==> config.mk <==
export PLATFORM = sky130hd
export DESIGN_NAME = uart_tx
export DESIGN_NICKNAME = d
export VERILOG_FILES = /design/src/rtl/uart_tx.sv
export SDC_FILE = /design/constraint.sdc
export NUM_CORES = 1
export LEC_CHECK = 0
export CAP_MARGIN = 5
export CORE_MARGIN = 2
export CORE_UTILIZATION = 48
export DETAILED_ROUTE_END_ITERATION = 8
export GPL_TIMING_DRIVEN = 0
export MAX_ROUTING_LAYER = met4
export PLACE_DENSITY_LB_ADDON = 0.12
export SLEW_MARGIN = 20
export SYNTH_ARGS = -nofsm -noshare
export SYNTH_HDL_FRONTEND = slang
export SYNTH_SLANG_ARGS = --single-unit
==> constraint.sdc <==
create_clock -name clk -period 1.4 [get_ports clk]
set_input_delay 0.28 -clock clk [delete_from_list [all_inputs] [get_ports clk]]
set_output_delay 0.28 -clock clk [all_outputs]
set_load 0.01 [all_outputs]
==> src/rtl/uart_tx.sv <==
// UART transmit engine: start bit, MSB data bits LSB first, optional parity, one stop bit.
// Each bit is held for CLKS_PER_BIT clocks. All outputs are registered.
module uart_tx #(
    parameter int MSB          = 8,
    parameter int CLKS_PER_BIT = 8,
    parameter int PARITY       = 0
) (
    input  logic           clk,
    input  logic           reset,
    input  logic [MSB-1:0] data,
    input  logic           send,
    output logic           ready,
    output logic           busy,
    output logic           done,
    output logic           tx
);
    localparam int CW = (CLKS_PER_BIT > 1) ? $clog2(CLKS_PER_BIT) : 1;
    localparam int IW = $clog2(MSB + 1);

    localparam logic [CW-1:0] CNT_LAST = CW'(CLKS_PER_BIT - 1);
    localparam logic [IW-1:0] IDX_LAST = IW'(MSB - 1);

    localparam logic [2:0] S_IDLE  = 3'd0;
    localparam logic [2:0] S_START = 3'd1;
    localparam logic [2:0] S_DATA  = 3'd2;
    localparam logic [2:0] S_PAR   = 3'd3;
    localparam logic [2:0] S_STOP  = 3'd4;

    logic [2:0]     state_q, state_d;
    logic [CW-1:0]  cnt_q, cnt_d;
    logic [IW-1:0]  idx_q, idx_d;
    logic [MSB-1:0] shift_q, shift_d;
    logic           par_q, par_d;
    logic           tx_q, tx_d;
    logic           ready_q, ready_d;
    logic           done_q, done_d;

    logic bit_end;
    logic accept;

    assign bit_end = (cnt_q == CNT_LAST);
    // ready_q is only high in IDLE or the final stop cycle, so it gates acceptance alone.
    assign accept  = send && ready_q;

    always_comb begin
        state_d = state_q;
        cnt_d   = bit_end ? '0 : cnt_q + 1'b1;
        idx_d   = idx_q;
        shift_d = shift_q;
        par_d   = par_q;
        done_d  = 1'b0;

        case (state_q)
            S_IDLE: begin
                cnt_d = '0;
            end
            S_START: begin
                if (bit_end) begin
                    state_d = S_DATA;
                    idx_d   = '0;
                end
            end
            S_DATA: begin
                if (bit_end) begin
                    shift_d = shift_q >> 1;
                    idx_d   = idx_q + 1'b1;
                    if (idx_q == IDX_LAST) begin
                        state_d = (PARITY != 0) ? S_PAR : S_STOP;
                    end
                end
            end
            S_PAR: begin
                if (bit_end) begin
                    state_d = S_STOP;
                end
            end
            S_STOP: begin
                if (bit_end) begin
                    done_d  = 1'b1;
                    state_d = S_IDLE;
                end
            end
            default: begin
                state_d = S_IDLE;
                cnt_d   = '0;
            end
        endcase

        // A held send is taken on the final stop cycle, so frames run back-to-back.
        if (accept) begin
            state_d = S_START;
            shift_d = data;
            par_d   = (PARITY == 2) ? ~(^data) : ^data;
            cnt_d   = '0;
            idx_d   = '0;
        end

        case (state_d)
            S_START: tx_d = 1'b0;
            S_DATA:  tx_d = shift_d[0];
            S_PAR:   tx_d = par_d;
            default: tx_d = 1'b1;
        endcase

        ready_d = (state_d == S_IDLE) || ((state_d == S_STOP) && (cnt_d == CNT_LAST));
    end

    always_ff @(posedge clk) begin
        if (reset) begin
            state_q <= S_IDLE;
            cnt_q   <= '0;
            idx_q   <= '0;
            shift_q <= '0;
            par_q   <= 1'b0;
            tx_q    <= 1'b1;
            ready_q <= 1'b1;
            done_q  <= 1'b0;
        end else begin
            state_q <= state_d;
            cnt_q   <= cnt_d;
            idx_q   <= idx_d;
            shift_q <= shift_d;
            par_q   <= par_d;
            tx_q    <= tx_d;
            ready_q <= ready_d;
            done_q  <= done_d;
        end
    end

    assign tx    = tx_q;
    assign ready = ready_q;
    assign busy  = ~ready_q;
    assign done  = done_q;
endmodule

==> run summary, run 1 <==
The smallest setup slack after layout came out at -0.179 ns. The final wirelength came out at 2900 um. For this design, the sink count on the clock tree is 22. For this design the static power due to leakage is between 0.5 and 0.6 nW. The smallest clock period supported by the final layout is computed as around 1.6 ns. The number of register bits inferred by synthesis came out at 22. The most common cell in the netlist is dfxtp_1.

The hold violation count in the final report is 0. The share of synthesized registers carrying an async set or reset came out at 0. The worst setup path is captured at a register. The transition time at the pin with the least slew margin came out at approximately 0.66 ns.

The remaining antenna violation count came out at 0. The overall fraction of global-route tracks in use came out at 0.222. The synthesized cell area came out at about 1100 um^2.

The endpoint identified for the worst register-to-register timing path is tx. The die span in x came out at 52.7 um. The final weighted congestion of routability-driven global placement is 0.829. The largest driver fanout on the critical path came out at 5.

The chip height came out at between 50 and 60 um. In the final routed layout, each cell accounts on average for 15.6 um. STA puts the critical path data arrival time at around 1.8 ns. The kind of launch point of the worst setup path is a register.

The flow ran to the end, but the final reports show violations. For this run, the leading register cell type out of synthesis is dfxtp_1. Based on the critical path, the design can be clocked at up to 0.633 GHz. For this configuration, the core starts out at a cell density of 0.510.

The tightest hold path in the finished design has a slack of ~0.50 ns. Across all layers, the routed design uses ~1100 vias. The via count of the first global-routing pass came out at around 940.

The count of different cell masters after synthesis is 37. Ranked by total cell area, the synthesized netlist is headed by dfxtp_1, xnor2_1, nor2_1. The setup violation total in the final timing report is 14.

The detailed-route DRC error count came out at 0. The worst register-to-register path has a depth of 5. The insertion delay of the later-clocked pin in the worst-skew pair is just over 0.3 ns. The share of the clock period used by the worst path came out at 1.13. By count the netlist is led by dfxtp_1, nor2_1, xnor2_1. Of the post-synthesis cell area, the dominant cell type holds 0.386. The number of standard-cell rows in the floorplan came out at 17. In the routed layout, each cell is associated on average with a via count of roughly 5.8. The sequential-to-total area share from yosys stat came out at 0.386. The number of warning messages in the yosys log came out at 0.

In this run the tool buffered the top-level ports with 14 buffer cells. The largest clock skew in the final design is about 0.0040 ns. The die covers roughly 2800 um^2.

The placed wire-length estimate came out at approximately 1800 um. The floorplan step defined a core boundary enclosing about 2200 um^2. The mean cell area of the mapped netlist is between 8 and 9 um^2. The number of maximum-capacitance violations came out at 0. The number of nets in the final layout came out at about 170. The count of final max-slew check failures came out at 0.

The first-iteration detailed-routing DRC count is 24. The root buffer cell chosen for the clock tree is clkbuf_4. The cell count after synthesis came out at between 100 and 150.

In this run, post-CTS hold repair placed 0 buffers. The relative max-transition margin came out at 0.559. The checks that failed: setup timing.

The count of cells along the worst hold path is 2. The path with the worst hold slack has its endpoint at shift_q[4]. The TritonCTS buffer count came out at 3. The final antenna diode count is 0. The first global-routing pass estimated 4340 um of wire.

The worst register-to-register path has a setup slack of -0.18 ns. The most area-hungry cell type in the Yosys netlist is dfxtp_1. The area growth from synthesis to layout is 43.8%. The worst ir drop on vdd is 0.492 mV.

The detailed-router iteration count before antenna repair is 4. The total nets after synthesis came out at roughly 140. The clock-pin slew on the worst setup and hold paths is between 0.1 and 0.15 ns. The share of layout cells above drive strength 1 came out at 0.344.

The number of enable flip-flop cells after synthesis is 0. In this run the worst hold path is classified as register to register. The total power density per cell area is 845 nW/um^2.

The initial antenna violation count came out at 0. The largest net degree at the start of global routing is 14. The worst slack at placement came out at -0.397 ns. The critical path class is register to register. The number of buffers on the longest clock path is 2. In this run the critical register-to-register path is launched from state_q[2].

Setup repair after global routing could not meet its margin everywhere. The launch instance of the worst min-delay path is shift_q[5]. The post-route setup TNS came out at -1.43 ns.

The final global-route overflow total is 0. The total I/O pin count came out at 15. TritonCTS built the clock tree.

The H-tree level count came out at 1. The endpoint required time on the critical path came out at between 1.5 and 2 ns.
-- metal layers --
metal | up-vias | share of wire | GRT usage
li1 | 509 | - | -
met1 | 520 | 0.41 | 0.261
met2 | 31 | 0.52 | 0.381
met3 | 16 | 0.039 | 0.0314
met4 | 0 | 0.039 | 0.0897
met5 | - | 0 | -
-- worst max-delay path, stage by stage, from the launching register on --
cell and delay, ns:
dfxtp_4 0.36, or3b_4 0.42, nor2_4 0.13, buf_6 0.16
mux2i_4 0.26, a41oi_2 0.13
-- stage by stage --
step / total power [W] / utilization / instance area (um^2) / std cells
finish: 0.00139 / 0.734 / 1640 / 185
global route: 0.00145 / 0.734 / 1640 / 185
CTS: 0.00137 / 0.681 / 1520 / 181
floorplan: 0.000807 / - / 1180 / 128
detailed placement: 0.000884 / 0.605 / 1350 / 170
global placement: 0.000879 / 0.605 / 1350 / 170
-- layout make-up --
class	instances	area [um^2]
Tap cell	28	35.0
Fill cell	173	594
Inverter	5	18.8
Multi-Input combinational cell	94	807
Timing Repair Buffer	27	240
Clock inverter	1	30.0
Clock buffer	3	22.5
Buffer	5	31.3
Sequential cell	22	454
-- power by group --
group | leakage [nW] | total, W | switching (W) | internal, W
Combinational | 0.375 | 0.000223 | 0.000116 | 0.000107
Clock | 0.0279 | 0.000487 | 0.000197 | 0.000289
Sequential | 0.183 | 0.000675 | 0.0000211 | 0.000654
Total | 0.586 | 0.00139 | 0.000334 | 0.00105
-- what timing repair did --
item | in CTS | in global routing
gates resized for setup | 21 | 22
gates cloned | 1 | 0
endpoints found under the setup margin | 20 | 19
pin swaps | 14 | 11
setup buffers | 8 | 4
-- cells by family after synthesis --
logic type | after synthesis | share of synthesized area
buffers and inverters | 12 | 0.0516
DFF | 22 | 0.386
muxes | 2 | 0.0176
and+or+nand+nor | 53 | 0.258
adders and majority gates | 4 | 0.0439
AOI/OAI and AO/OA | 24 | 0.158
xor gates and xnor gates | 11 | 0.0845
-- registers in the layout, summed over array words and instances (netlist names) --
| signal | count |
|---|---|
| shift_q | 8 |
| done | 1 |
| tx | 1 |
| idx_q | 4 |
| ready | 1 |
| cnt_q | 3 |
| par_q | 1 |
| state_q | 3 |
-- layout by cell type (no fill, tap or decap), types with 3 or more instances in the layout --
cell / n
nand3_2: 5
clkdlybuf4s50_1: 10
nand3b_1: 3
buf_4: 12
buf_6: 3
nor2_1: 14
inv_1: 4
nand2b_1: 8
dfxtp_1: 17
clkbuf_4: 3
dlygate4sd2_1: 4
a211oi_2: 3
xnor2_1: 10
a311oi_2: 4
o21a_1: 3
ha_4: 3
nand2_1: 4
dfxtp_4: 3
-- how the worst max path moves through the flow --
stage               start    end  slack, ns  cells after the start
2_1_floorplan  state_q[1]     tx      -0.13                      6
3_3_place_gp         send  ready      -0.39                      6
3_5_place_dp         send  ready      -0.40                      6
4_1_cts          cnt_q[0]     tx      -0.14                      6
5_1_grt          cnt_q[0]     tx      -0.23                      7
6_report       state_q[2]     tx      -0.18                      5
Power figures use the tool's default switching activity.
==> run 2, diff against run 1 <==
--- a/config.mk
+++ b/config.mk
@@ -6,8 +6,9 @@
 export NUM_CORES = 1
 export LEC_CHECK = 0
 export CAP_MARGIN = 5
-export CORE_MARGIN = 2
-export CORE_UTILIZATION = 48
+export CELL_PAD_IN_SITES_DETAIL_PLACEMENT = 0
+export CELL_PAD_IN_SITES_GLOBAL_PLACEMENT = 1
+export CORE_UTILIZATION = 36
 export DETAILED_ROUTE_END_ITERATION = 8
 export GPL_TIMING_DRIVEN = 0
 export MAX_ROUTING_LAYER = met4
==> run summary, run 2 (synthesis results as in run 1) <==
The relative max-transition margin came out at 0.626 (was 0.559). The path depth of the worst reg2reg path was 5 (unchanged). The TritonCTS buffer count is 3 (unchanged). The slowest cell on the critical path was or3b_4 (unchanged). The part of the power in combinational logic was 0.153 (was 0.161). The arrival time of data at the critical path endpoint is 1.76 ns (was 1.77 ns).

The global-route wire length before repair is 4480 um (was 4340 um). The chip height was 58.3 um (was 52.7 um). The number of clock sinks seen by CTS came out at 22 (unchanged).

The smallest setup slack after layout is -0.155 ns (was -0.179 ns). The maximum clock rate came to 0.643 GHz (was 0.633 GHz). The vias after detailed routing is 1004 (was 1076). The largest clock skew in the final design came out at 0.0116 ns (was 0.00404 ns). The part of the total power dissipated in sequential elements is 0.492 (was 0.488). The number of maximum-capacitance violations is 0 (unchanged). Outcome: finished, violations left (unchanged).

The detail-routed via count per cell came out at 5.02 (was 5.82). The die span in x came out at 58.3 um (was 52.7 um). The number of fill cells was 306 (was 173).

The largest stage delay on the critical path came out at 0.41 ns (was 0.42 ns). The post-route setup TNS is -1.12 ns (was -1.43 ns). The total instance count after detailed placement is 186 (was 170). The starting density of the core came to 0.376 (was 0.510). The total power density per cell area came out at 849 nW/um^2 (was 845 nW/um^2). The power spent charging and discharging nets came out at 0.000328 W (was 0.000334 W). Setup repair after global routing missed its margin: yes (unchanged). The hold violation count in the final report came out at 0 (unchanged). The kind of launch point of the worst setup path was a register (unchanged). The register ranked first by flip-flop count is shift_q (unchanged).

The storage element area came out at 454 um^2 (unchanged). The post-route minimum period came out at 1.55 ns (was 1.58 ns). The number of nets in the final layout is 172 (was 173). The count of cells along the worst hold path came out at 2 (unchanged). The internal power consumption came to 0.00105 W (about the same). The number of hold-repair buffers added at the cts stage is 0 (unchanged). The footprint of the multi-input gates came to 776 um^2 (was 807 um^2).

Critical path cell sequence: or3b_4, nor2_4, buf_6, mux2i_4, a41oi_2 (unchanged). The share of the clock period used by the worst path came out at 1.11 (was 1.13). The endpoint required time on the critical path is 1.60 ns (was 1.59 ns).

The launch instance of the worst min-delay path is shift_q[2] (was shift_q[5]). The number of buffers on the longest clock path is 2 (unchanged). The insertion delay of the later-clocked pin in the worst-skew pair came to 0.31 ns (about the same). The die area is 3400 um^2 (was 2780 um^2). The area inside the core boundary came out at 3030 um^2 (was 2230 um^2). The initial antenna violation count came to 0 (unchanged). The hold slack is 0.510 ns (was 0.503 ns).

The most common cell after layout, fill and taps aside is dfxtp_1 (unchanged). The critical register-to-register path endpoint was tx (unchanged). The CTS tree is yes (unchanged).

The overall fraction of global-route tracks in use came out at 0.180 (was 0.222). The filler-free cell count of the finished design came out at 200 (was 185). The largest net degree at the start of global routing came out at 14 (unchanged).

The worst hold-check path type is register to register (unchanged). The detailed-router iteration count before antenna repair was 4 (unchanged). The first-iteration detailed-routing DRC count came to 37 (was 24). The worst ir drop on vdd came out at 0.384 mV (was 0.492 mV). Violated checks: setup timing (unchanged). The transition time at the pin with the least slew margin came out at 0.560 ns (was 0.661 ns). The detailed-route wire length per cell is 13.9 um (was 15.6 um). The H-tree level count was 1 (unchanged). The kind of capture point of the worst setup path is a register (unchanged).

The remaining antenna violation count was 0 (unchanged). The worst flop-to-flop path startpoint is state_q[2] (unchanged). The share of layout cells above drive strength 1 was 0.308 (was 0.344).

The number of buffers added on ports is 14 (unchanged). The number of standard-cell rows in the floorplan came out at 20 (was 17). The area of all placed cells without fillers is 1620 um^2 (was 1640 um^2).

The detailed-route DRC error count came out at 0 (unchanged). Top library cells by usage in the layout, fill and taps aside: dfxtp_1, nor2_1, buf_4 (unchanged). The library cell used as clock root buffer is clkbuf_4 (unchanged).

The share of power burned in the clock network is 0.355 (was 0.351). The final antenna diode count came to 0 (unchanged). The final wirelength was 2770 um (was 2900 um).

The via count of the first global-routing pass is 942 (was 939). The setup slack on the worst flop-to-flop path came out at -0.15 ns (was -0.18 ns). The flip-flop count of the largest register after layout is 8 (unchanged).

The total placed instance area is 1370 um^2 (was 1350 um^2). The power consumption is 0.00138 W (was 0.00139 W). The largest driver fanout on the critical path is 5 (unchanged). The final weighted congestion of routability-driven global placement came out at 0.795 (was 0.829). The endpoint of the worst hold path was shift_q[2] (was shift_q[4]). The switching share of power was 0.238 (was 0.241).

Biggest registers after layout: shift_q x8, idx_q x4 (unchanged). The area growth from synthesis to layout came out at 42.5% (was 43.8%). The total I/O pin count came out at 15 (unchanged). The placed wire-length estimate is 1830 um (was 1810 um).

The static leakage came out at 0.581 nW (was 0.586 nW). The clock-pin slew on the worst setup and hold paths came out at 0.13 ns (was 0.12 ns). The count of final max-slew check failures came to 0 (unchanged). The critical path class is register to register (unchanged).

The setup violation total in the final timing report is 13 (was 14). The final global-route overflow total is 0 (unchanged).
==> run 2: changes by cell type in the layout (fill, tap and decap cells not counted) <==
cell | previous run | this run
buf_8 | 0 | 1
o21ai_0 | 2 | 3
buf_6 | 3 | 2
nor3_2 | 1 | 2
nand3_1 | 2 | 3
nor3_4 | 1 | 0
a21oi_2 | 2 | 1
nand3_2 | 5 | 4
o21ai_2 | 1 | 0
a21oi_1 | 1 | 2
buf_4 | 12 | 11
a311oi_2 | 4 | 2
a311oi_1 | 2 | 4
==> run 2: worst max-delay path: cells and delay by family (launching register included) <==
kind                   cells  cell delay, ns
AND/OR/NAND/NOR            2            0.55
flip-flops                 1            0.37
multiplexers               1            0.26
buffers and inverters      1            0.16
AO/OA/AOI/OAI              1            0.11
==> run 2: layout make-up <==
type | count | area share
Buffer | 5 | 0.0239
Clock buffer | 3 | 0.0139
Clock inverter | 1 | 0.0185
Inverter | 5 | 0.0116
Multi-Input combinational cell | 94 | 0.478
Sequential cell | 22 | 0.280
Tap cell | 44 | 0.0339
Timing Repair Buffer | 26 | 0.141
==> run 2: how the worst max path moves through the flow <==
stage | start | end | slack (ns)
5_1_grt | cnt_q[0] | idx_q[0] | -0.23
6_report | state_q[2] | tx | -0.15
4_1_cts | state_q[2] | tx | -0.16
3_5_place_dp | send | ready | -0.47
3_3_place_gp | send | ready | -0.45
2_1_floorplan | state_q[1] | tx | -0.13
==> run 2: timing repair <==
item,in CTS,in global routing
buffers inserted,5,6
pin swaps,12,19
hold endpoints to repair,0,0
endpoints found under the setup margin,22,14
gates resized for setup,21,15
gates cloned,1,0
==> run 2: power groups by stage <==
| stage | Sequential [W] | Combinational [W] | Clock (W) |
|---|---|---|---|
| 3_5_place_dp | 0.000692 | 0.000192 | 0 |
| 3_3_place_gp | 0.000692 | 0.000191 | 0 |
| 2_1_floorplan | 0.000690 | 0.000116 | 0 |
| 4_1_cts | 0.000678 | 0.000194 | 0.000508 |
| 5_1_grt | 0.000681 | 0.000234 | 0.000525 |
| 6_report | 0.000678 | 0.000211 | 0.000490 |
==> run 2: metal layers <==
metal,vias to the layer above,routed length (um),GRT usage
met3,2,109,0.0335
met1,469,1240,0.222
met4,0,15,0.0680
li1,508,-,-
met2,25,1410,0.292
met5,-,0,-
==> run 2: through the flow <==
stage	worst slack [ns]	util
final	-0.155	0.536
after global routing	-0.226	0.536
after CTS	-0.155	0.500
after detailed placement	-0.465	0.453
after global placement	-0.450	0.453
after floorplan	-0.125	-
